### src/rtl/multicycle_controller_if.sv
// Control bundle between the multicycle controller (master) and the MIPS datapath (slave).
// The datapath supplies op/funct/zero; the controller returns strobes, mux selects and debug state.
interface multicycle_controller_if;
    logic [5:0] op;
    logic [5:0] funct;
    logic       zero;
    logic       pcen;
    logic       iord;
    logic       memwrite;
    logic       irwrite;
    logic       regdst;
    logic       memtoreg;
    logic       regwrite;
    logic       alusrca;
    logic [1:0] alusrcb;
    logic [1:0] pcsrc;
    logic [2:0] alucontrol;
    logic       illegal_op;
    logic [3:0] state_o;

    modport master (
        input  op, funct, zero,
        output pcen, iord, memwrite, irwrite, regdst, memtoreg, regwrite,
               alusrca, alusrcb, pcsrc, alucontrol, illegal_op, state_o
    );

    modport slave (
        output op, funct, zero,
        input  pcen, iord, memwrite, irwrite, regdst, memtoreg, regwrite,
               alusrca, alusrcb, pcsrc, alucontrol, illegal_op, state_o
    );
endinterface

### src/rtl/multicycle_controller.sv
// Multicycle MIPS control FSM plus ALU decoder: one datapath step per clock,
// FETCH -> DECODE -> per-class states -> FETCH, with illegal op/funct detection.
module multicycle_controller #(
    parameter bit SUPPORT_BNE = 1'b1
) (
    input  logic                    clk,
    input  logic                    reset,
    multicycle_controller_if.master bus
);
    typedef enum logic [3:0] {
        S_FETCH   = 4'd0,
        S_DECODE  = 4'd1,
        S_MEMADR  = 4'd2,
        S_MEMRD   = 4'd3,
        S_MEMWB   = 4'd4,
        S_MEMWR   = 4'd5,
        S_EXECUTE = 4'd6,
        S_ALUWB   = 4'd7,
        S_BRANCH  = 4'd8,
        S_ADDIEXE = 4'd9,
        S_ADDIWB  = 4'd10,
        S_JUMP    = 4'd11
    } state_e;

    localparam logic [5:0] OP_R    = 6'b000000;
    localparam logic [5:0] OP_LW   = 6'b100011;
    localparam logic [5:0] OP_SW   = 6'b101011;
    localparam logic [5:0] OP_BEQ  = 6'b000100;
    localparam logic [5:0] OP_BNE  = 6'b000101;
    localparam logic [5:0] OP_ADDI = 6'b001000;
    localparam logic [5:0] OP_J    = 6'b000010;

    state_e     state_q, state_d;
    logic       pcwrite, branch, is_bne, funct_known;
    logic [1:0] aluop;

    assign is_bne = (bus.op == OP_BNE) && SUPPORT_BNE;

    always_ff @(posedge clk) begin
        if (reset) state_q <= S_FETCH;
        else       state_q <= state_d;
    end

    always_comb begin
        funct_known = 1'b1;
        case (bus.funct)
            6'b100000, 6'b100010, 6'b100100, 6'b100101, 6'b101010: funct_known = 1'b1;
            default: funct_known = 1'b0;
        endcase
    end

    always_comb begin
        state_d        = state_q;
        pcwrite        = 1'b0;
        branch         = 1'b0;
        aluop          = 2'b00;
        bus.iord       = 1'b0;
        bus.memwrite   = 1'b0;
        bus.irwrite    = 1'b0;
        bus.regdst     = 1'b0;
        bus.memtoreg   = 1'b0;
        bus.regwrite   = 1'b0;
        bus.alusrca    = 1'b0;
        bus.alusrcb    = 2'b00;
        bus.pcsrc      = 2'b00;
        bus.illegal_op = 1'b0;
        bus.state_o    = state_q;

        case (state_q)
            S_FETCH: begin
                bus.irwrite = 1'b1;
                pcwrite     = 1'b1;
                bus.alusrcb = 2'b01;
                state_d     = S_DECODE;
            end
            S_DECODE: begin
                bus.alusrcb = 2'b11;
                case (bus.op)
                    OP_LW, OP_SW: state_d = S_MEMADR;
                    OP_R:         state_d = S_EXECUTE;
                    OP_BEQ:       state_d = S_BRANCH;
                    OP_ADDI:      state_d = S_ADDIEXE;
                    OP_J:         state_d = S_JUMP;
                    OP_BNE: begin
                        if (SUPPORT_BNE) begin
                            state_d = S_BRANCH;
                        end else begin
                            bus.illegal_op = 1'b1;
                            state_d        = S_FETCH;
                        end
                    end
                    default: begin
                        bus.illegal_op = 1'b1;
                        state_d        = S_FETCH;
                    end
                endcase
            end
            S_MEMADR: begin
                bus.alusrca = 1'b1;
                bus.alusrcb = 2'b10;
                state_d     = (bus.op == OP_LW) ? S_MEMRD : S_MEMWR;
            end
            S_MEMRD: begin
                bus.iord = 1'b1;
                state_d  = S_MEMWB;
            end
            S_MEMWB: begin
                bus.memtoreg = 1'b1;
                bus.regwrite = 1'b1;
                state_d      = S_FETCH;
            end
            S_MEMWR: begin
                bus.iord     = 1'b1;
                bus.memwrite = 1'b1;
                state_d      = S_FETCH;
            end
            S_EXECUTE: begin
                bus.alusrca = 1'b1;
                aluop       = 2'b10;
                if (funct_known) begin
                    state_d = S_ALUWB;
                end else begin
                    bus.illegal_op = 1'b1;
                    state_d        = S_FETCH;
                end
            end
            S_ALUWB: begin
                bus.regdst   = 1'b1;
                bus.regwrite = 1'b1;
                state_d      = S_FETCH;
            end
            S_BRANCH: begin
                bus.alusrca = 1'b1;
                aluop       = 2'b01;
                bus.pcsrc   = 2'b01;
                branch      = 1'b1;
                state_d     = S_FETCH;
            end
            S_ADDIEXE: begin
                bus.alusrca = 1'b1;
                bus.alusrcb = 2'b10;
                state_d     = S_ADDIWB;
            end
            S_ADDIWB: begin
                bus.regwrite = 1'b1;
                state_d      = S_FETCH;
            end
            S_JUMP: begin
                bus.pcsrc = 2'b10;
                pcwrite   = 1'b1;
                state_d   = S_FETCH;
            end
            default: state_d = S_FETCH;
        endcase

        // Reset presents FETCH mux selects with every strobe suppressed, aborting any instruction.
        if (reset) begin
            pcwrite        = 1'b0;
            branch         = 1'b0;
            aluop          = 2'b00;
            bus.iord       = 1'b0;
            bus.memwrite   = 1'b0;
            bus.irwrite    = 1'b0;
            bus.regdst     = 1'b0;
            bus.memtoreg   = 1'b0;
            bus.regwrite   = 1'b0;
            bus.alusrca    = 1'b0;
            bus.alusrcb    = 2'b01;
            bus.pcsrc      = 2'b00;
            bus.illegal_op = 1'b0;
            bus.state_o    = 4'd0;
        end

        case (aluop)
            2'b00: bus.alucontrol = 3'b010;
            2'b01: bus.alucontrol = 3'b110;
            2'b10: begin
                case (bus.funct)
                    6'b100010: bus.alucontrol = 3'b110;
                    6'b100100: bus.alucontrol = 3'b000;
                    6'b100101: bus.alucontrol = 3'b001;
                    6'b101010: bus.alucontrol = 3'b111;
                    default:   bus.alucontrol = 3'b010;
                endcase
            end
            default: bus.alucontrol = 3'b010;
        endcase

        bus.pcen = pcwrite | (branch & (bus.zero ^ is_bne));
    end
endmodule

### src/flat_wrapper.sv
// flat-port wrapper written by rule: the top's interface ports become plain ports
module multicycle_controller_flat 
#(
    parameter bit SUPPORT_BNE = 1'b1
)
  (clk, reset, bus_op, bus_funct, bus_zero, bus_pcen, bus_iord, bus_memwrite, bus_irwrite, bus_regdst, bus_memtoreg, bus_regwrite, bus_alusrca, bus_alusrcb, bus_pcsrc, bus_alucontrol, bus_illegal_op, bus_state_o);
  multicycle_controller_if bus_i ();
  input  logic clk;
  input  logic reset;
  input wire logic [$bits(bus_i.op)-1:0] bus_op;
  input wire logic [$bits(bus_i.funct)-1:0] bus_funct;
  input wire logic [$bits(bus_i.zero)-1:0] bus_zero;
  output wire logic [$bits(bus_i.pcen)-1:0] bus_pcen;
  output wire logic [$bits(bus_i.iord)-1:0] bus_iord;
  output wire logic [$bits(bus_i.memwrite)-1:0] bus_memwrite;
  output wire logic [$bits(bus_i.irwrite)-1:0] bus_irwrite;
  output wire logic [$bits(bus_i.regdst)-1:0] bus_regdst;
  output wire logic [$bits(bus_i.memtoreg)-1:0] bus_memtoreg;
  output wire logic [$bits(bus_i.regwrite)-1:0] bus_regwrite;
  output wire logic [$bits(bus_i.alusrca)-1:0] bus_alusrca;
  output wire logic [$bits(bus_i.alusrcb)-1:0] bus_alusrcb;
  output wire logic [$bits(bus_i.pcsrc)-1:0] bus_pcsrc;
  output wire logic [$bits(bus_i.alucontrol)-1:0] bus_alucontrol;
  output wire logic [$bits(bus_i.illegal_op)-1:0] bus_illegal_op;
  output wire logic [$bits(bus_i.state_o)-1:0] bus_state_o;
  assign bus_i.op = bus_op;
  assign bus_i.funct = bus_funct;
  assign bus_i.zero = bus_zero;
  assign bus_pcen = bus_i.pcen;
  assign bus_iord = bus_i.iord;
  assign bus_memwrite = bus_i.memwrite;
  assign bus_irwrite = bus_i.irwrite;
  assign bus_regdst = bus_i.regdst;
  assign bus_memtoreg = bus_i.memtoreg;
  assign bus_regwrite = bus_i.regwrite;
  assign bus_alusrca = bus_i.alusrca;
  assign bus_alusrcb = bus_i.alusrcb;
  assign bus_pcsrc = bus_i.pcsrc;
  assign bus_alucontrol = bus_i.alucontrol;
  assign bus_illegal_op = bus_i.illegal_op;
  assign bus_state_o = bus_i.state_o;
  multicycle_controller #(.SUPPORT_BNE(SUPPORT_BNE)) u_core (.clk(clk), .reset(reset), .bus(bus_i));
endmodule
### config.mk
export PLATFORM = sky130hd
export DESIGN_NAME = multicycle_controller_flat
export DESIGN_NICKNAME = d
export VERILOG_FILES = /design/src/rtl/multicycle_controller_if.sv /design/src/rtl/multicycle_controller.sv /design/src/flat_wrapper.sv
export SDC_FILE = /design/constraint.sdc
export NUM_CORES = 1
export LEC_CHECK = 0
export ABC_AREA = 1
export BUFFER_PORTS_ARGS = -buffer_cell sky130_fd_sc_hd__buf_4
export CORE_ASPECT_RATIO = 1.1
export CORE_MARGIN = 10
export CORE_UTILIZATION = 48
export CTS_CLUSTER_SIZE = 20
export DETAILED_ROUTE_END_ITERATION = 8
export GPL_TIMING_DRIVEN = 0
export PLACE_DENSITY = 0.88
export SLEW_MARGIN = 0
export SYNTH_ARGS = -nofsm -noshare
export SYNTH_HDL_FRONTEND = slang
export SYNTH_SLANG_ARGS = --single-unit
### constraint.sdc
create_clock -name clk -period 2.65 [get_ports clk]
set_input_delay 0.1325 -clock clk [delete_from_list [all_inputs] [get_ports clk]]
set_output_delay 0.1325 -clock clk [all_outputs]
set_load 0.1 [all_outputs]
==> results.md <==
- Cell Area, Synth: 686 µm²
- Ys Warns: 0
- Largest net degree at the start of global routing: 11
- Commonest non-fill, non-tap cell in the layout: buf_4
- Starting DRT DRC Count: 13
- Part of the cycle the worst path needs: about four fifths
- Setup Buffers After CTS: 0
- Share of cells above drive strength 1: between 30% and 40%
- ANT nets after route: 0
- Number of antenna violations at the first check in global routing: 0
- Max-slew violations: 0
- Fin worst setup slack: 541 ps
- RSZ-0062 raised after global routing: no
- Clock transition at path regs: 40 ps
- Port-buffer cells: 34
- Post-synth top area share: 18.1%
- Footprint of the multi-input gates: ~540 µm²
- Max-slew headroom: 73.3%
- Critical Path RT: around 2500 ps
- Fin cells: 186
- Core area: 0.00137 mm²
- Vias: roughly 940
- Synth unique cells: 24
- Seq/Total Area, Yosys: 11.7%
- Max reg flops: 4
- Final WL: 2100 µm
- Setup_tns: 0 ps
- Final hold vios: 0
- Worst slew pin tran: 400 ps
- Die extent in y: between 50 and 60 µm
- Power Density: 266 mW/mm²
- Clk sinks: 4
- Global-route wire length before repair: 3650 µm
- Leading area contributor after synthesis: nor2_1
- # fillers: 126
- Dpl hpwl: approximately 1800 µm
- Clk root buf: clkbuf_4
- Startpoint types: flop
- Die area: 0.00334 mm²
- Cells after DPL: approximately 180
- Register Area: about 80 µm²
- Worst Skew: 5.45 ps
- Commonest non-fill, non-tap cells in the layout: buf_4, nor2_1, nand2_1
- Via count of the first global-routing pass: between 900 and 1000
- Rows: 14
- CTS tree: built
- Gr ovfl total: 0
- Starting density of the core: about 50%
- Tmin final: 2110 ps
- Hold depth: 6
- Largest reg by FF count: u_core.state_q
- Die width: 56.0 µm
- Crit path DAT: 1980 ps
- Vias/cell: approximately 5
- H-tree lvl count: 1
- ANT cells: 0
- R2R cell count: 6
- Hold WC Path Type: input port to flop
- Hold Worst Slack: between 300 and 400 ps
- Num CTS Buffers: 3
- Total iterations of the first detailed-routing run: 4
- Post-Syn Instances: ~130
- Post-DR wirelength/cell: 11.3 µm
- Critical Path End Type: primary output
- GRT Overall Usage: 12.6%
- Clock Latency Late Sink: 240 ps
- Final GP Congestion: roughly 0.80
- Leakage: about 0.54 nW
- Worst-path fanout max: 3
- Max Freq: between 0.4 and 0.5 GHz
- Max_cap viols: 0
- Cts repair resizes: 0
- Worst setup path category: flop to primary output
- Final Power: 0.270 mW
- Setup violators final: 0
- Hold-fix buffers, CTS: 0
- I/O pin cnt: 35
- #FFs+latches synth: 4
- Post-Place Setup Slack: 806 ps
- Outcome: finished, final reports clean
- Clock Tree Buf Depth: 2
- Synth area leaders: nor2_1, nand2_1, dfxtp_1, inv_1, nand3_1
- Maximum VDD drop: approximately 0.00015 V
- DRC viols: 0
- Mean Syn Cell Area: 5.16 µm²
- Final Net Count: 189
- Syn Nets: 150
- Area growth syn-to-layout: 48.2%
- Largest regs: u_core.state_q (4)
-- layer usage --
layer	track usage, %	part of all wire [%]	vias up
met2	25.2	52	32
met5	0	0	-
met1	12.4	41	416
met4	4.81	0	0
met3	2.36	7.4	0
li1	-	-	491
-- area by class of cell --
cell class | count | area share (%)
flip-flops and latches | 4 | 7.88
inverters | 26 | 9.61
repair buffers | 34 | 25.1
well taps | 16 | 1.97
plain buffers | 1 | 0.369
multi-input cells | 102 | 52.8
clock buffers | 3 | 2.22
-- final timing paths --
kind	start	to	slack [ps]
max	u_core.state_q[3]	bus_alucontrol[1]	540
min	bus_op[0]	u_core.state_q[3]	340
max reg2reg	u_core.state_q[3]	u_core.state_q[2]	1450
min reg2reg	u_core.state_q[2]	u_core.state_q[3]	680
-- stage by stage --
stage	util, %	instance area, µm²
after global routing	74.4	1020
after global placement	72.7	993
after floorplan	-	718
after CTS	74.4	1020
after detailed placement	72.7	993
final	74.4	1020
-- logic make-up after synthesis --
logic type,after synthesis,share of synthesized area (%)
fa+ha+maj,2,3.65
simple gates,82,53.3
compound gates,18,16.6
buf+inv,27,14.8
flops,4,11.7
-- report_power, final --
group          switching, mW  internal [mW]
Clock                 0.0259         0.0507
Sequential           0.00284         0.0623
Combinational         0.0914         0.0368
Total                  0.120          0.150
-- synthesized netlist by cell type, drive strengths merged --
| library cell | number |
|---|---|
| a21oi | 7 |
| a31o | 1 |
| a31oi | 2 |
| and3 | 1 |
| clkbuf | 1 |
| dfxtp | 4 |
| ha | 2 |
| inv | 26 |
| nand2 | 29 |
| nand3 | 8 |
| nand4 | 2 |
| nor2 | 39 |
| nor3 | 2 |
| o21ai | 6 |
| o221a | 1 |
| o22ai | 1 |
| or2 | 1 |
-- critical path, cell delays in order (launching register included) --
cell	delay [ps]
dfxtp_1	380
inv_2	80
nor2_4	100
nand2_1	130
nor2_2	160
inv_1	60
ha_1	220
a31o_2	260
nor2_1	80
nand2_1	50
buf_4	230
(Power assumes the default switching activity.)
